===== src/rtl/ex_stage_if.sv =====
// ============================================================================
// Module      : ex_stage_if
// Description : ID/EX operand/control bundle into the execute stage and the
//               registered EX/MEM results coming out of it.
// Revision    : 1.0 - initial release
// ============================================================================
`default_nettype none

interface ex_stage_if;
   logic [31:0] readRegister0In;
   logic [31:0] readRegister1In;
   logic [31:0] immediateExtendedIn;
   logic [31:0] pcMore4In;
   logic [4:0]  addressRegisterRtIn;
   logic [4:0]  addressRegisterRdIn;
   logic        regDstIn;
   logic        jumpIn;
   logic        memReadIn;
   logic        memToRegIn;
   logic        memWriteIn;
   logic        aluSrcIn;
   logic        regWriteIn;
   logic [1:0]  branchIn;
   logic [3:0]  aluOpIn;
   logic        flushIn;

   logic        stallOut;
   logic [31:0] aluResultOut;
   logic [31:0] writeDataOut;
   logic [4:0]  writeRegisterOut;
   logic        branchTakenOut;
   logic [31:0] branchTargetOut;
   logic        memReadOut;
   logic        memWriteOut;
   logic        memToRegOut;
   logic        regWriteOut;
   logic        jumpOut;

   modport master (
      output readRegister0In, readRegister1In, immediateExtendedIn, pcMore4In,
             addressRegisterRtIn, addressRegisterRdIn, regDstIn, jumpIn,
             memReadIn, memToRegIn, memWriteIn, aluSrcIn, regWriteIn,
             branchIn, aluOpIn, flushIn,
      input  stallOut, aluResultOut, writeDataOut, writeRegisterOut,
             branchTakenOut, branchTargetOut, memReadOut, memWriteOut,
             memToRegOut, regWriteOut, jumpOut
   );

   modport slave (
      input  readRegister0In, readRegister1In, immediateExtendedIn, pcMore4In,
             addressRegisterRtIn, addressRegisterRdIn, regDstIn, jumpIn,
             memReadIn, memToRegIn, memWriteIn, aluSrcIn, regWriteIn,
             branchIn, aluOpIn, flushIn,
      output stallOut, aluResultOut, writeDataOut, writeRegisterOut,
             branchTakenOut, branchTargetOut, memReadOut, memWriteOut,
             memToRegOut, regWriteOut, jumpOut
   );
endinterface

`default_nettype wire


===== src/rtl/ex_stage.sv =====
// ============================================================================
// Module      : ex_stage
// Description : Execute stage: ALU, BEQ/BNE resolution, 32-step shift-add
//               multiplier with upstream stall, registered EX/MEM outputs.
// Revision    : 1.0 - initial release
// ============================================================================
`default_nettype none

module ex_stage #(
   parameter int MUL_CYCLES = 32
) (
   input  wire logic  clk,
   input  wire logic  reset,
   ex_stage_if.slave  bus
);

   localparam logic [3:0] c_OP_MUL = 4'd12;
   localparam logic [4:0] c_LAST   = 5'(MUL_CYCLES - 1);

   typedef enum logic [0:0] {
      ST_IDLE = 1'b0,
      ST_MUL  = 1'b1
   } state_t;

   state_t      r_state, w_state_nxt;
   logic [4:0]  r_count;
   logic [31:0] r_mcand, r_mplier, r_acc;

   logic [31:0] r_alu_result, r_write_data, r_branch_target;
   logic [4:0]  r_write_reg;
   logic        r_branch_taken, r_mem_read, r_mem_write, r_mem_to_reg;
   logic        r_reg_write, r_jump;

   logic [31:0] w_opb, w_alu, w_mul_add, w_acc_nxt;
   logic [4:0]  w_shamt;
   logic        w_stall, w_bubble, w_load, w_step, w_retire_mul, w_taken;

   assign w_opb   = bus.aluSrcIn ? bus.immediateExtendedIn : bus.readRegister1In;
   assign w_shamt = bus.immediateExtendedIn[10:6];

   always_comb begin
      w_alu = 32'd0;
      case (bus.aluOpIn)
         4'd0:    w_alu = bus.readRegister0In + w_opb;
         4'd1:    w_alu = bus.readRegister0In - w_opb;
         4'd2:    w_alu = bus.readRegister0In & w_opb;
         4'd3:    w_alu = bus.readRegister0In | w_opb;
         4'd4:    w_alu = bus.readRegister0In ^ w_opb;
         4'd5:    w_alu = ~(bus.readRegister0In | w_opb);
         4'd6:    w_alu = {31'd0, $signed(bus.readRegister0In) < $signed(w_opb)};
         4'd7:    w_alu = {31'd0, bus.readRegister0In < w_opb};
         4'd8:    w_alu = w_opb << w_shamt;
         4'd9:    w_alu = w_opb >> w_shamt;
         4'd10:   w_alu = $signed(w_opb) >>> w_shamt;
         4'd11:   w_alu = {bus.immediateExtendedIn[15:0], 16'd0};
         default: w_alu = 32'd0;
      endcase
   end

   // Branch compare always uses the rt register value, never the immediate.
   assign w_taken = ((bus.branchIn == 2'b01) && (bus.readRegister0In == bus.readRegister1In)) ||
                    ((bus.branchIn == 2'b10) && (bus.readRegister0In != bus.readRegister1In));

   assign w_mul_add = r_mplier[r_count] ? (r_mcand << r_count) : 32'd0;
   assign w_acc_nxt = r_acc + w_mul_add;

   always_comb begin
      w_state_nxt  = r_state;
      w_stall      = 1'b0;
      w_bubble     = 1'b0;
      w_load       = 1'b0;
      w_step       = 1'b0;
      w_retire_mul = 1'b0;
      if (bus.flushIn) begin
         w_state_nxt = ST_IDLE;
         w_bubble    = 1'b1;
      end else begin
         case (r_state)
            ST_IDLE: begin
               if (bus.aluOpIn == c_OP_MUL) begin
                  w_stall     = 1'b1;
                  w_bubble    = 1'b1;
                  w_load      = 1'b1;
                  w_state_nxt = ST_MUL;
               end
            end
            ST_MUL: begin
               w_step = 1'b1;
               if (r_count == c_LAST) begin
                  w_retire_mul = 1'b1;
                  w_state_nxt  = ST_IDLE;
               end else begin
                  w_stall  = 1'b1;
                  w_bubble = 1'b1;
               end
            end
            default: w_state_nxt = ST_IDLE;
         endcase
      end
   end

   // Stall is suppressed while reset is held so upstream never freezes in reset.
   assign bus.stallOut = w_stall & reset;

   always_ff @(posedge clk or negedge reset) begin
      if (!reset) begin
         r_state  <= ST_IDLE;
         r_count  <= 5'd0;
         r_mcand  <= 32'd0;
         r_mplier <= 32'd0;
         r_acc    <= 32'd0;
      end else begin
         r_state <= w_state_nxt;
         if (bus.flushIn) begin
            r_count <= 5'd0;
         end else if (w_load) begin
            r_mcand  <= bus.readRegister0In;
            r_mplier <= w_opb;
            r_acc    <= 32'd0;
            r_count  <= 5'd0;
         end else if (w_step) begin
            r_acc   <= w_acc_nxt;
            r_count <= r_count + 5'd1;
         end
      end
   end

   always_ff @(posedge clk or negedge reset) begin
      if (!reset) begin
         r_alu_result    <= 32'd0;
         r_write_data    <= 32'd0;
         r_write_reg     <= 5'd0;
         r_branch_target <= 32'd0;
         r_branch_taken  <= 1'b0;
         r_mem_read      <= 1'b0;
         r_mem_write     <= 1'b0;
         r_mem_to_reg    <= 1'b0;
         r_reg_write     <= 1'b0;
         r_jump          <= 1'b0;
      end else begin
         r_write_data    <= bus.readRegister1In;
         r_write_reg     <= bus.regDstIn ? bus.addressRegisterRdIn : bus.addressRegisterRtIn;
         r_branch_target <= bus.pcMore4In + {bus.immediateExtendedIn[29:0], 2'b00};
         if (w_bubble) begin
            r_alu_result   <= 32'd0;
            r_branch_taken <= 1'b0;
            r_mem_read     <= 1'b0;
            r_mem_write    <= 1'b0;
            r_mem_to_reg   <= 1'b0;
            r_reg_write    <= 1'b0;
            r_jump         <= 1'b0;
         end else begin
            r_alu_result   <= w_retire_mul ? w_acc_nxt : w_alu;
            r_branch_taken <= w_taken;
            r_mem_read     <= bus.memReadIn;
            r_mem_write    <= bus.memWriteIn;
            r_mem_to_reg   <= bus.memToRegIn;
            r_reg_write    <= bus.regWriteIn;
            r_jump         <= bus.jumpIn;
         end
      end
   end

   assign bus.aluResultOut     = r_alu_result;
   assign bus.writeDataOut     = r_write_data;
   assign bus.writeRegisterOut = r_write_reg;
   assign bus.branchTakenOut   = r_branch_taken;
   assign bus.branchTargetOut  = r_branch_target;
   assign bus.memReadOut       = r_mem_read;
   assign bus.memWriteOut      = r_mem_write;
   assign bus.memToRegOut      = r_mem_to_reg;
   assign bus.regWriteOut      = r_reg_write;
   assign bus.jumpOut          = r_jump;

endmodule

`default_nettype wire


===== src/flat_wrapper.sv =====
// flat-port wrapper written by rule: the top's interface ports become plain ports
module ex_stage_flat 
#(
   parameter int MUL_CYCLES = 32
)
  (clk, reset, bus_readRegister0In, bus_readRegister1In, bus_immediateExtendedIn, bus_pcMore4In, bus_addressRegisterRtIn, bus_addressRegisterRdIn, bus_regDstIn, bus_jumpIn, bus_memReadIn, bus_memToRegIn, bus_memWriteIn, bus_aluSrcIn, bus_regWriteIn, bus_branchIn, bus_aluOpIn, bus_flushIn, bus_stallOut, bus_aluResultOut, bus_writeDataOut, bus_writeRegisterOut, bus_branchTakenOut, bus_branchTargetOut, bus_memReadOut, bus_memWriteOut, bus_memToRegOut, bus_regWriteOut, bus_jumpOut);
  ex_stage_if bus_i ();
  input  wire logic clk;
  input  wire logic reset;
  input wire logic [$bits(bus_i.readRegister0In)-1:0] bus_readRegister0In;
  input wire logic [$bits(bus_i.readRegister1In)-1:0] bus_readRegister1In;
  input wire logic [$bits(bus_i.immediateExtendedIn)-1:0] bus_immediateExtendedIn;
  input wire logic [$bits(bus_i.pcMore4In)-1:0] bus_pcMore4In;
  input wire logic [$bits(bus_i.addressRegisterRtIn)-1:0] bus_addressRegisterRtIn;
  input wire logic [$bits(bus_i.addressRegisterRdIn)-1:0] bus_addressRegisterRdIn;
  input wire logic [$bits(bus_i.regDstIn)-1:0] bus_regDstIn;
  input wire logic [$bits(bus_i.jumpIn)-1:0] bus_jumpIn;
  input wire logic [$bits(bus_i.memReadIn)-1:0] bus_memReadIn;
  input wire logic [$bits(bus_i.memToRegIn)-1:0] bus_memToRegIn;
  input wire logic [$bits(bus_i.memWriteIn)-1:0] bus_memWriteIn;
  input wire logic [$bits(bus_i.aluSrcIn)-1:0] bus_aluSrcIn;
  input wire logic [$bits(bus_i.regWriteIn)-1:0] bus_regWriteIn;
  input wire logic [$bits(bus_i.branchIn)-1:0] bus_branchIn;
  input wire logic [$bits(bus_i.aluOpIn)-1:0] bus_aluOpIn;
  input wire logic [$bits(bus_i.flushIn)-1:0] bus_flushIn;
  output wire logic [$bits(bus_i.stallOut)-1:0] bus_stallOut;
  output wire logic [$bits(bus_i.aluResultOut)-1:0] bus_aluResultOut;
  output wire logic [$bits(bus_i.writeDataOut)-1:0] bus_writeDataOut;
  output wire logic [$bits(bus_i.writeRegisterOut)-1:0] bus_writeRegisterOut;
  output wire logic [$bits(bus_i.branchTakenOut)-1:0] bus_branchTakenOut;
  output wire logic [$bits(bus_i.branchTargetOut)-1:0] bus_branchTargetOut;
  output wire logic [$bits(bus_i.memReadOut)-1:0] bus_memReadOut;
  output wire logic [$bits(bus_i.memWriteOut)-1:0] bus_memWriteOut;
  output wire logic [$bits(bus_i.memToRegOut)-1:0] bus_memToRegOut;
  output wire logic [$bits(bus_i.regWriteOut)-1:0] bus_regWriteOut;
  output wire logic [$bits(bus_i.jumpOut)-1:0] bus_jumpOut;
  assign bus_i.readRegister0In = bus_readRegister0In;
  assign bus_i.readRegister1In = bus_readRegister1In;
  assign bus_i.immediateExtendedIn = bus_immediateExtendedIn;
  assign bus_i.pcMore4In = bus_pcMore4In;
  assign bus_i.addressRegisterRtIn = bus_addressRegisterRtIn;
  assign bus_i.addressRegisterRdIn = bus_addressRegisterRdIn;
  assign bus_i.regDstIn = bus_regDstIn;
  assign bus_i.jumpIn = bus_jumpIn;
  assign bus_i.memReadIn = bus_memReadIn;
  assign bus_i.memToRegIn = bus_memToRegIn;
  assign bus_i.memWriteIn = bus_memWriteIn;
  assign bus_i.aluSrcIn = bus_aluSrcIn;
  assign bus_i.regWriteIn = bus_regWriteIn;
  assign bus_i.branchIn = bus_branchIn;
  assign bus_i.aluOpIn = bus_aluOpIn;
  assign bus_i.flushIn = bus_flushIn;
  assign bus_stallOut = bus_i.stallOut;
  assign bus_aluResultOut = bus_i.aluResultOut;
  assign bus_writeDataOut = bus_i.writeDataOut;
  assign bus_writeRegisterOut = bus_i.writeRegisterOut;
  assign bus_branchTakenOut = bus_i.branchTakenOut;
  assign bus_branchTargetOut = bus_i.branchTargetOut;
  assign bus_memReadOut = bus_i.memReadOut;
  assign bus_memWriteOut = bus_i.memWriteOut;
  assign bus_memToRegOut = bus_i.memToRegOut;
  assign bus_regWriteOut = bus_i.regWriteOut;
  assign bus_jumpOut = bus_i.jumpOut;
  ex_stage #(.MUL_CYCLES(MUL_CYCLES)) u_core (.clk(clk), .reset(reset), .bus(bus_i));
endmodule

===== config.mk =====
export PLATFORM = sky130hd
export DESIGN_NAME = ex_stage_flat
export DESIGN_NICKNAME = d
export VERILOG_FILES = /design/src/rtl/ex_stage_if.sv /design/src/rtl/ex_stage.sv /design/src/flat_wrapper.sv
export SDC_FILE = /design/constraint.sdc
export NUM_CORES = 1
export LEC_CHECK = 0
export CAP_MARGIN = 20
export CORE_UTILIZATION = 40
export CTS_CLUSTER_DIAMETER = 100
export DETAILED_ROUTE_END_ITERATION = 8
export PLACE_DENSITY = 0.72
export RECOVER_POWER = 50
export SYNTH_ARGS = -nofsm -noshare
export SYNTH_HDL_FRONTEND = slang
export SYNTH_SLANG_ARGS = --single-unit

===== constraint.sdc =====
create_clock -name clk -period 14.3 [get_ports clk]
set_input_delay 3.575 -clock clk [delete_from_list [all_inputs] [get_ports clk]]
set_output_delay 3.575 -clock clk [all_outputs]
set_load 0.01 [all_outputs]

; After elaboration in Yosys (flattened, before gate mapping)
; Cells that the tools add are included.
[totals]
regBits = 209
input_bits = 154
output_inout_bits = 108
elab_cells = 90
[op_classes]
addsub = 5
n_lt_le_gt_ge = 3
eq_ne = 17
shifts = 4
mux = 31
bitwise_logic = 7
reduce_logical = 8
[op_table]
columns = op, count
row1 = case mux 32 bit (12 select lines), 1
row2 = two-way mux 32 bit, 6
row3 = adder 32 bit, 3
row4 = less-than comparator 32 bit, 2
row5 = left shift 32 x 5 -> 32 bit, 2
row6 = bitwise AND 32 bit, 1
row7 = == test 32 bit, 1
row8 = != test 32 bit, 1
row9 = inverter 32 bit, 1
row10 = bitwise OR 32 bit, 1
row11 = right shift 32 x 5 -> 32 bit, 1
row12 = >>> shifter 32 x 5 -> 32 bit, 1
row13 = subtractor 32 bit, 1
row14 = XOR 32 bit, 1
row15 = == test 4 bit (second input constant), 5
row16 = two-way mux 5 bit, 4
row17 = two-way mux 1 bit, 18
row18 = == test 4 x 3 -> 1 bit (second input constant), 4
row19 = == test 4 x 2 -> 1 bit (second input constant), 2
row20 = less-than comparator 5 x 6 -> 1 bit (second input constant), 1
row21 = adder 5 x 1 -> 5 bit (second input constant), 1
row22 = binary-select mux 1 bit (select 5 bit), 1
row23 = == test 5 bit (second input constant), 1
row24 = == test 4 x 1 -> 1 bit (second input constant), 1
row25 = 11 further kinds, 14

; Depth between registers and ports, before layout
; Gate-level depths: netlist (run 1).
[depth]
word_depth = 6
ltp_mapped = 22
mapped_depth_nobuf = 19

; Least setup slack after synthesis (run 1)
; No wires, ideal clock.
[synth_timing]
path_kind = input to output
from = in bus_aluOpIn[3]
to = out bus_stallOut
t_arrival_ps = 4662
required_ps = 10725
path_slack_ps = 6063
stages = 6
path_buffers = 1
path_cell_list = clkbuf_1 -> nand2_1 -> nor3_1 -> o21bai_1 -> a21oi_1 -> and2_1
[synth_via]
elab_chain_len = 5
[synth_lines]
columns = element, line_no
row1 = from (decl), flat_wrapper.sv:24  ; input wire logic [$bits(bus_i.aluOpIn)-1:0] bus_aluOpIn;
row2 = == test 4 bit, ex_stage.sv:80  ; if (bus.aluOpIn == c_OP_MUL) begin
row3 = two-way mux 1 bit, ex_stage.sv:80
row4 = case mux 1 bit (2 select lines), ex_stage.sv:78  ; case (r_state)
row5 = two-way mux 1 bit, ex_stage.sv:74  ; if (bus.flushIn) begin
row6 = net u_core.w_stall, ex_stage.sv:36  ; logic w_stall, w_bubble, w_load, w_step, w_retire_mul, w_taken;
row7 = bitwise AND 1 bit, ex_stage.sv:103  ; assign bus.stallOut = w_stall & reset;
row8 = to (decl), flat_wrapper.sv:26  ; output wire logic [$bits(bus_i.stallOut)-1:0] bus_stallOut;
; The timed path passes the listed nets, and every way through them passes these cells.

; Worst setup path in the final report (run 1)
[layout_timing]
from = in bus_aluOpIn[2]
to = out bus_stallOut
; The elaborated chain is that of the path after synthesis.

==> results.md, run 1 <==
* Root Buffer: clkbuf_16
* Largest family of logic cells by synthesized area: compound AO/OA/AOI/OAI gates
* Number of setup buffers added after CTS at 0
* Register-to-register setup slack at 7.73 ns
* Top cell type's share of synthesized area at 24.67%
* Worst path max stage delay at 1.08 ns
* CTS Buffer Depth at 3
* Worst Tran Pin Value at 3.661 ns
* Violated checks: max-capacitance violations, max-slew violations
* PwrDens at 97.76 nW/µm²
* Cell Area, Synth at 21200 µm²
* Ys async rst share at 100.0%
* Layout cell share with drive strength beyond 1 at 8.001%
* Req. time, crit path at 10.72 ns
* Detail Placement HPWL at 76770 µm
* Max Freq at 93.22 MHz
* Prevailing post-synth register cell: dfrtp_1
* CTS H-tree lvls at 1
* Crit path capture type: output pin
* Setup violators final at 0
* Worst skew pair latency at 0.61 ns
* Core box area at 52450 µm²
* Largest delay share family, worst path: buffers and inverters
* HP Class: flop to flop
* Total CTS buffers at 27
* Port bufs at 261
* Synth Area in XOR/XNOR at 3.883%
* Placement Cell Area at 24430 µm²
* Worst R2R End: u_core.bus.aluResultOut[28]
* Slowest stage cell, crit path: clkdlybuf4s50_1
* Synth area leaders: dfrtp_1, ha_1, mux4_2
* Ant. Diodes at 0
* Core Rows at 84
* Synth Warn # at 0
* EDFF count, synth at 0
* Seq/Total Area, Yosys at 24.67%
* # resized after CTS at 0
* Simple-Gate Fraction of Synth Area at 16.10%
* Worst Path Buf+Inv at 3
* Initial antenna violation count at 1
* Leak pwr at 11.02 nW
* Syn_area_per_cell at 8.130 µm²
* Final WL at 97890 µm
* CTS tree: built
* Adder-cell share of the synthesized area at 10.11%
* Worst-path cell chain: clkdlybuf4s50_1 -> nand2_1 -> nor3_1 -> o21bai_2 -> buf_4 -> a21oi_1 -> and2_1 -> clkdlybuf4s50_1
* Starting Density at 40.43%
* Die area at 53940 µm²
* Cell depth of the worst setup path at 8
* Post-route clock period utilization at 75.02%
* DR pass1 iterations at 8
* Worst R2R Path Depth at 18
* Iteration-0 DRC Markers at 2799
* Most frequent cell after synthesis: nand2_1
* Via density at 6.426
* Post-synthesis net count at 2931
* Max-slew headroom at -144.1%
* Die Wd at 232.2 µm
* Most used cell, CP: clkdlybuf4s50_1
* Cell area after layout at 25410 µm²
* Worst setup path endpoint: bus_stallOut
* Worst Skew at 0.03956 ns
* Critical path class: input port to output pin
* Crit path DAT at 7.15 ns
* Post-route DRC at 0
* RD Place Congestion at 1.062
* Status: finished with violations
* Vias in the first global route at 21484
* Hold buffers post-CTS at 0
* Largest net degree at the start of global routing at 129
* Startpoint Class: input port
* First-pass GRT wire length at 143300 µm
* VDD IR max at 90.41 µV
* Final Hold Fails at 0
* Utilization after layout at 48.45%
* Die height at 232.2 µm
* ANT nets after route at 0
* Reg clk slew, reported paths at 0.05 ns
* Synth area leader: dfrtp_1
* Global route total overflow at 0
* Setup repair after global routing missed its margin: no
* Synth Area in Compound Gates at 26.82%
* Final min period at 10.73 ns
* Post-Route Setup TNS at 0 ns
* Max Slew Vio Count at 217
* Max cap viols at 4
* Synthesized netlist cell count at 2608
* Reg2Reg Launch Point: u_core.r_count[0]
* Distinct cells, synth at 83
* Final Net Count at 3114
* Routed length per instance at 27.97 µm
* Commonest cells in the netlist: nand2_1, nor2_1, o21ai_0
* CP Max Fanout at 33
* Yosys reg bits at 209
* DR vias at 22491
* Area growth syn-to-layout at 19.84%
* Mux cell area share after synthesis at 12.93%
* GRT Util Overall at 35.72%
* Clock sink count at 209
* Worst Setup SP: bus_aluOpIn[2]
* Ports at 262
==> how the worst min path moves through the flow <==
stage | cells past startpoint | endpoint | from | slack, ns
floorplan | 2 | u_core.r_mcand[31] | u_core.r_mcand[31] | 0.44
finish | 2 | u_core.r_mplier[29] | u_core.r_mplier[29] | 0.48
global route | 2 | u_core.r_mplier[15] | u_core.r_mplier[15] | 0.50
CTS | 2 | u_core.r_mcand[31] | u_core.r_mcand[31] | 0.48
global placement | 2 | u_core.r_mplier[4] | u_core.r_mplier[4] | 0.46
detailed placement | 2 | u_core.r_mcand[31] | u_core.r_mcand[31] | 0.47
==> through the flow <==
stage	setup slack, ns	total power, mW	cells	hold slack (ns)
after floorplan	6.063	1.304	2608	0.4422
after global placement	3.885	1.702	3447	0.4602
after detailed placement	3.826	1.715	3449	0.4671
after CTS	3.811	2.476	3499	0.4800
after global routing	2.631	2.595	3500	0.5018
final	3.572	2.484	3500	0.4781
==> report_power, final <==
| part | total [mW] | switching (mW) | internal, mW |
|---|---|---|---|
| clock | 0.753 | 0.300 | 0.452 |
| sequential | 0.724 | 0.0493 | 0.674 |
| combinational | 1.01 | 0.619 | 0.389 |
| total | 2.48 | 0.969 | 1.51 |
==> layout make-up <==
class / instances / area [µm²]
inverters: 127 / 476.7
repair buffers: 318 / 3014
well taps: 688 / 860.8
clock buffers: 32 / 714.4
multi-input cells: 2108 / 14860
flip-flops and latches: 209 / 5233
fillers: 5116 / 27030
clock inverters: 18 / 256.5
==> metal layers <==
layer | up-vias | share of wire [%] | wire (µm) | global-route usage (%)
li1 | 10001 | - | - | -
met1 | 11006 | 41 | 39770 | 46.40
met2 | 1219 | 45 | 43990 | 56.73
met3 | 263 | 9.1 | 8879 | 7.417
met4 | 2 | 5.3 | 5227 | 16.16
met5 | - | 0.013 | 13 | 0
==> flip-flops by register name, summed over array words and instances, names as in the netlist <==
name / count
u_core.r_acc: 32
u_core.bus.aluResultOut: 32
u_core.bus.writeDataOut: 32
u_core.bus.jumpOut: 1
u_core.r_count: 5
u_core.r_mplier: 32
u_core.bus.memWriteOut: 1
u_core.bus.memReadOut: 1
u_core.bus.writeRegisterOut: 5
u_core.bus.branchTakenOut: 1
u_core.r_state: 1
u_core.bus.regWriteOut: 1
u_core.bus.memToRegOut: 1
u_core.r_mcand: 32
u_core.bus.branchTargetOut: 32
==> worst register-to-register path, cell delays in order (launching register included) <==
cell	delay, ns
dfrtp_2	0.54
buf_4	0.52
mux4_2	0.63
nand2_1	0.08
nand2_1	0.14
nand3_1	0.21
o31a_1	0.49
nor2b_1	0.72
nor2_1	0.24
ha_1	0.41
and3_1	0.21
a221o_1	0.33
a21o_1	0.18
a31oi_1	0.31
o21ai_1	0.25
a211o_1	0.36
and2_1	0.17
xnor2_1	0.45
o22ai_1	0.20
==> cell usage in the layout (no fill, tap or decap), drive strengths merged, types with 40 or more instances in the layout <==
| master | count |
|---|---|
| buf | 60 |
| xnor2 | 78 |
| ha | 165 |
| mux2i | 124 |
| dlygate4sd3 | 76 |
| nor2 | 240 |
| a21o | 41 |
| dfrtp | 209 |
| inv | 127 |
| nand2 | 288 |
| a21oi | 204 |
| mux4 | 55 |
| nor2b | 40 |
| nor3 | 47 |
| o21ai | 251 |
| clkdlybuf4s50 | 178 |
| a211oi | 54 |
==> cell families (layout without fill, tap and decap cells) <==
| logic type | count (synthesis) | in the layout |
|---|---|---|
| AOI/OAI and AO/OA | 877 | 877 |
| buffers and inverters | 291 | 495 |
| and+or+nand+nor | 767 | 767 |
| muxes | 201 | 201 |
| DFF | 209 | 209 |
| adders and majority gates | 169 | 169 |
| xor gates and xnor gates | 94 | 94 |
Power figures use the tool's default switching activity.
==> inputs of run 2 (changes only) <==
PLACE_DENSITY = 0.74   (was 0.72)
clock period = 9.05 ns   (was 14.3 ns; I/O delays follow)
==> results.md, run 2 (same netlist as run 1, synthesis figures left out) <==
* Status: finished with violations
* Violated checks: max-capacitance violations, max-slew violations
* Die Wd at 232.2 µm (unchanged)
* Post-route clock period utilization at 84.43%
* Slowest stage cell, crit path: clkbuf_1
* Layout cell share with drive strength beyond 1 at 8.392% (+0.39 points)
* Starting Density at 40.43% (unchanged)
* Iteration-0 DRC Markers at 2970 (+6.1%)
* GRT Util Overall at 37.80% (+2.1 points)
* Worst Tran Pin Value at 3.299 ns (-0.3623 ns)
* HP Class: flop to flop
* Final WL at 103500 µm (+5.7%)
* Max Freq at 130.9 MHz
* Via density at 6.524 (+1.5%)
* CTS H-tree lvls at 1 (unchanged)
* Crit path capture type: output pin
* Area of the multi-input gates at 14850 µm² (about the same)
* Worst Skew at 0.01611 ns (-0.02345 ns)
* Clock sink count at 209 (unchanged)
* Worst R2R Path Depth at 17 (-1)
* CP Max Fanout at 47 (+42%)
* Root Buffer: clkbuf_16
* First-pass GRT wire length at 150000 µm (+4.7%)
* Worst Path Buf+Inv at 2 (-1)
* Post-Route Setup TNS at 0 ns (unchanged)
* CTS tree: built
* Port bufs at 261 (unchanged)
* DR vias at 22914 (+1.9%)
* DR pass1 iterations at 6 (-2)
* ANT nets after route at 0 (unchanged)
* Final Net Count at 3124 (+0.32%)
* Hold buffers post-CTS at 0 (unchanged)
* Max Slew Vio Count at 154 (-29%)
* Routed length per instance at 29.47 µm (+5.4%)
* Max cap viols at 3 (-1)
* Cell depth of the worst setup path at 3 (-5)
* VDD IR max at 210.6 µV (+130%)
* CTS Buffer Depth at 3 (unchanged)
* Largest net degree at the start of global routing at 129 (unchanged)
* Ant. Diodes at 0 (unchanged)
* Total power at 4.043 mW (+63%)
* Req. time, crit path at 6.79 ns (-3.93 ns)
* Most frequent cells in the layout: nand2_1, nor2_1, o21ai_0, clkdlybuf4s50_1, dfrtp_1
* Worst path max stage delay at 2.14 ns (+1.06 ns)
* Crit path DAT at 5.38 ns (-1.77 ns)
* Max-slew headroom at -119.9% (+24 points)
* Final min period at 7.641 ns
* Reg area at 5233 µm² (unchanged)
* Hold Path Depth at 2 (unchanged)
* Number of setup buffers added after CTS at 0 (unchanged)
* Die height at 232.2 µm (unchanged)
* Worst skew pair latency at 0.62 ns (about the same)
* Largest delay share family, worst path: buffers and inverters
* Critical path class: input port to output pin
* Most common cell after layout, fill and taps aside: nand2_1
* # fillers at 5049 (-1.3%)
* Core box area at 52450 µm² (unchanged)
* Total CTS buffers at 29 (+7.4%)
* Setup violators final at 0 (unchanged)
* Initial antenna violation count at 1 (unchanged)
* Core Rows at 84 (unchanged)
* Global route total overflow at 0 (unchanged)
* RD Place Congestion at 1.046 (-1.5%)
* Area growth syn-to-layout at 20.41%
* Final Hold Fails at 0 (unchanged)
* Leak pwr at 11.04 nW (+0.14%)
* Detail Placement HPWL at 81810 µm (+6.6%)
* Post-route DRC at 0 (unchanged)
* Ports at 262 (unchanged)
* Vias in the first global route at 21804 (+1.5%)
* Worst-path cell chain: clkbuf_1 -> and2_1 -> clkdlybuf4s50_1
* # resized after CTS at 0 (unchanged)
* Die area at 53940 µm² (unchanged)
* Startpoint Class: input port
* Reg clk slew, reported paths at 0.06 ns (about the same)
* PwrDens at 158.4 nW/µm² (+62%)
* Setup repair after global routing missed its margin: no
## run 2: cell types whose count changed in the layout (fill, tap and decap cells not counted), sizes merged, moves of 4 or more
cell	delta
clkdlybuf4s50	+36
dlygate4sd3	-36
buf	+7
clkbuf	+4
## run 2: tightest hold or removal path: stages, from the launching register on
cell and delay [ns]:
dfrtp_1 0.34, nand2_1 0.05, o21ai_0 0.06
## run 2: metrics by stage
stage               hold slack [ns]  instance area (µm²)  utilization, %  worst slack (ns)  std cells
global placement             0.4584                24490           46.70             1.843       3456
global route                 0.5043                25530           48.68             1.079       3512
finish                       0.4766                25530           48.68             1.409       3512
floorplan                    0.4422                21200               -             2.884       2608
CTS                          0.4807                25540           48.70             1.973       3511
detailed placement           0.4678                24490           46.71             1.774       3457
## run 2: final timing paths
check	from	slack, ns	to
worst min register to register	u_core.r_mplier[7]	0.48	u_core.r_mplier[7]
worst min-delay path	u_core.r_mplier[7]	0.48	u_core.r_mplier[7]
worst max register to register	u_core.r_count[0]	2.55	u_core.bus.aluResultOut[30]
max in group asynchronous	reset	2.04	u_core.r_mcand[19]
worst max-delay path	reset	1.41	bus_stallOut
min in group asynchronous	reset	2.66	u_core.bus.branchTargetOut[23]
## run 2: layer usage
metal	GRT usage (%)	wire length (µm)
met4	18.85	6044
met5	0	13
met2	59.12	45910
met3	6.557	9181
met1	50.00	42370
## run 2: power breakdown
group	total (mW)	internal [mW]	switching [mW]
sequential	1.15	1.07	0.0898
combinational	1.62	0.621	0.998
clock	1.27	0.751	0.519
## run 2: final cells by class
class,count,share of cell area (%)
Clock buffer,35,3.127
Clock inverter,19,0.9605
Inverter,127,1.867
Multi-Input combinational cell,2108,58.15
Sequential cell,209,20.49
Tap cell,688,3.372
Timing Repair Buffer,326,12.03
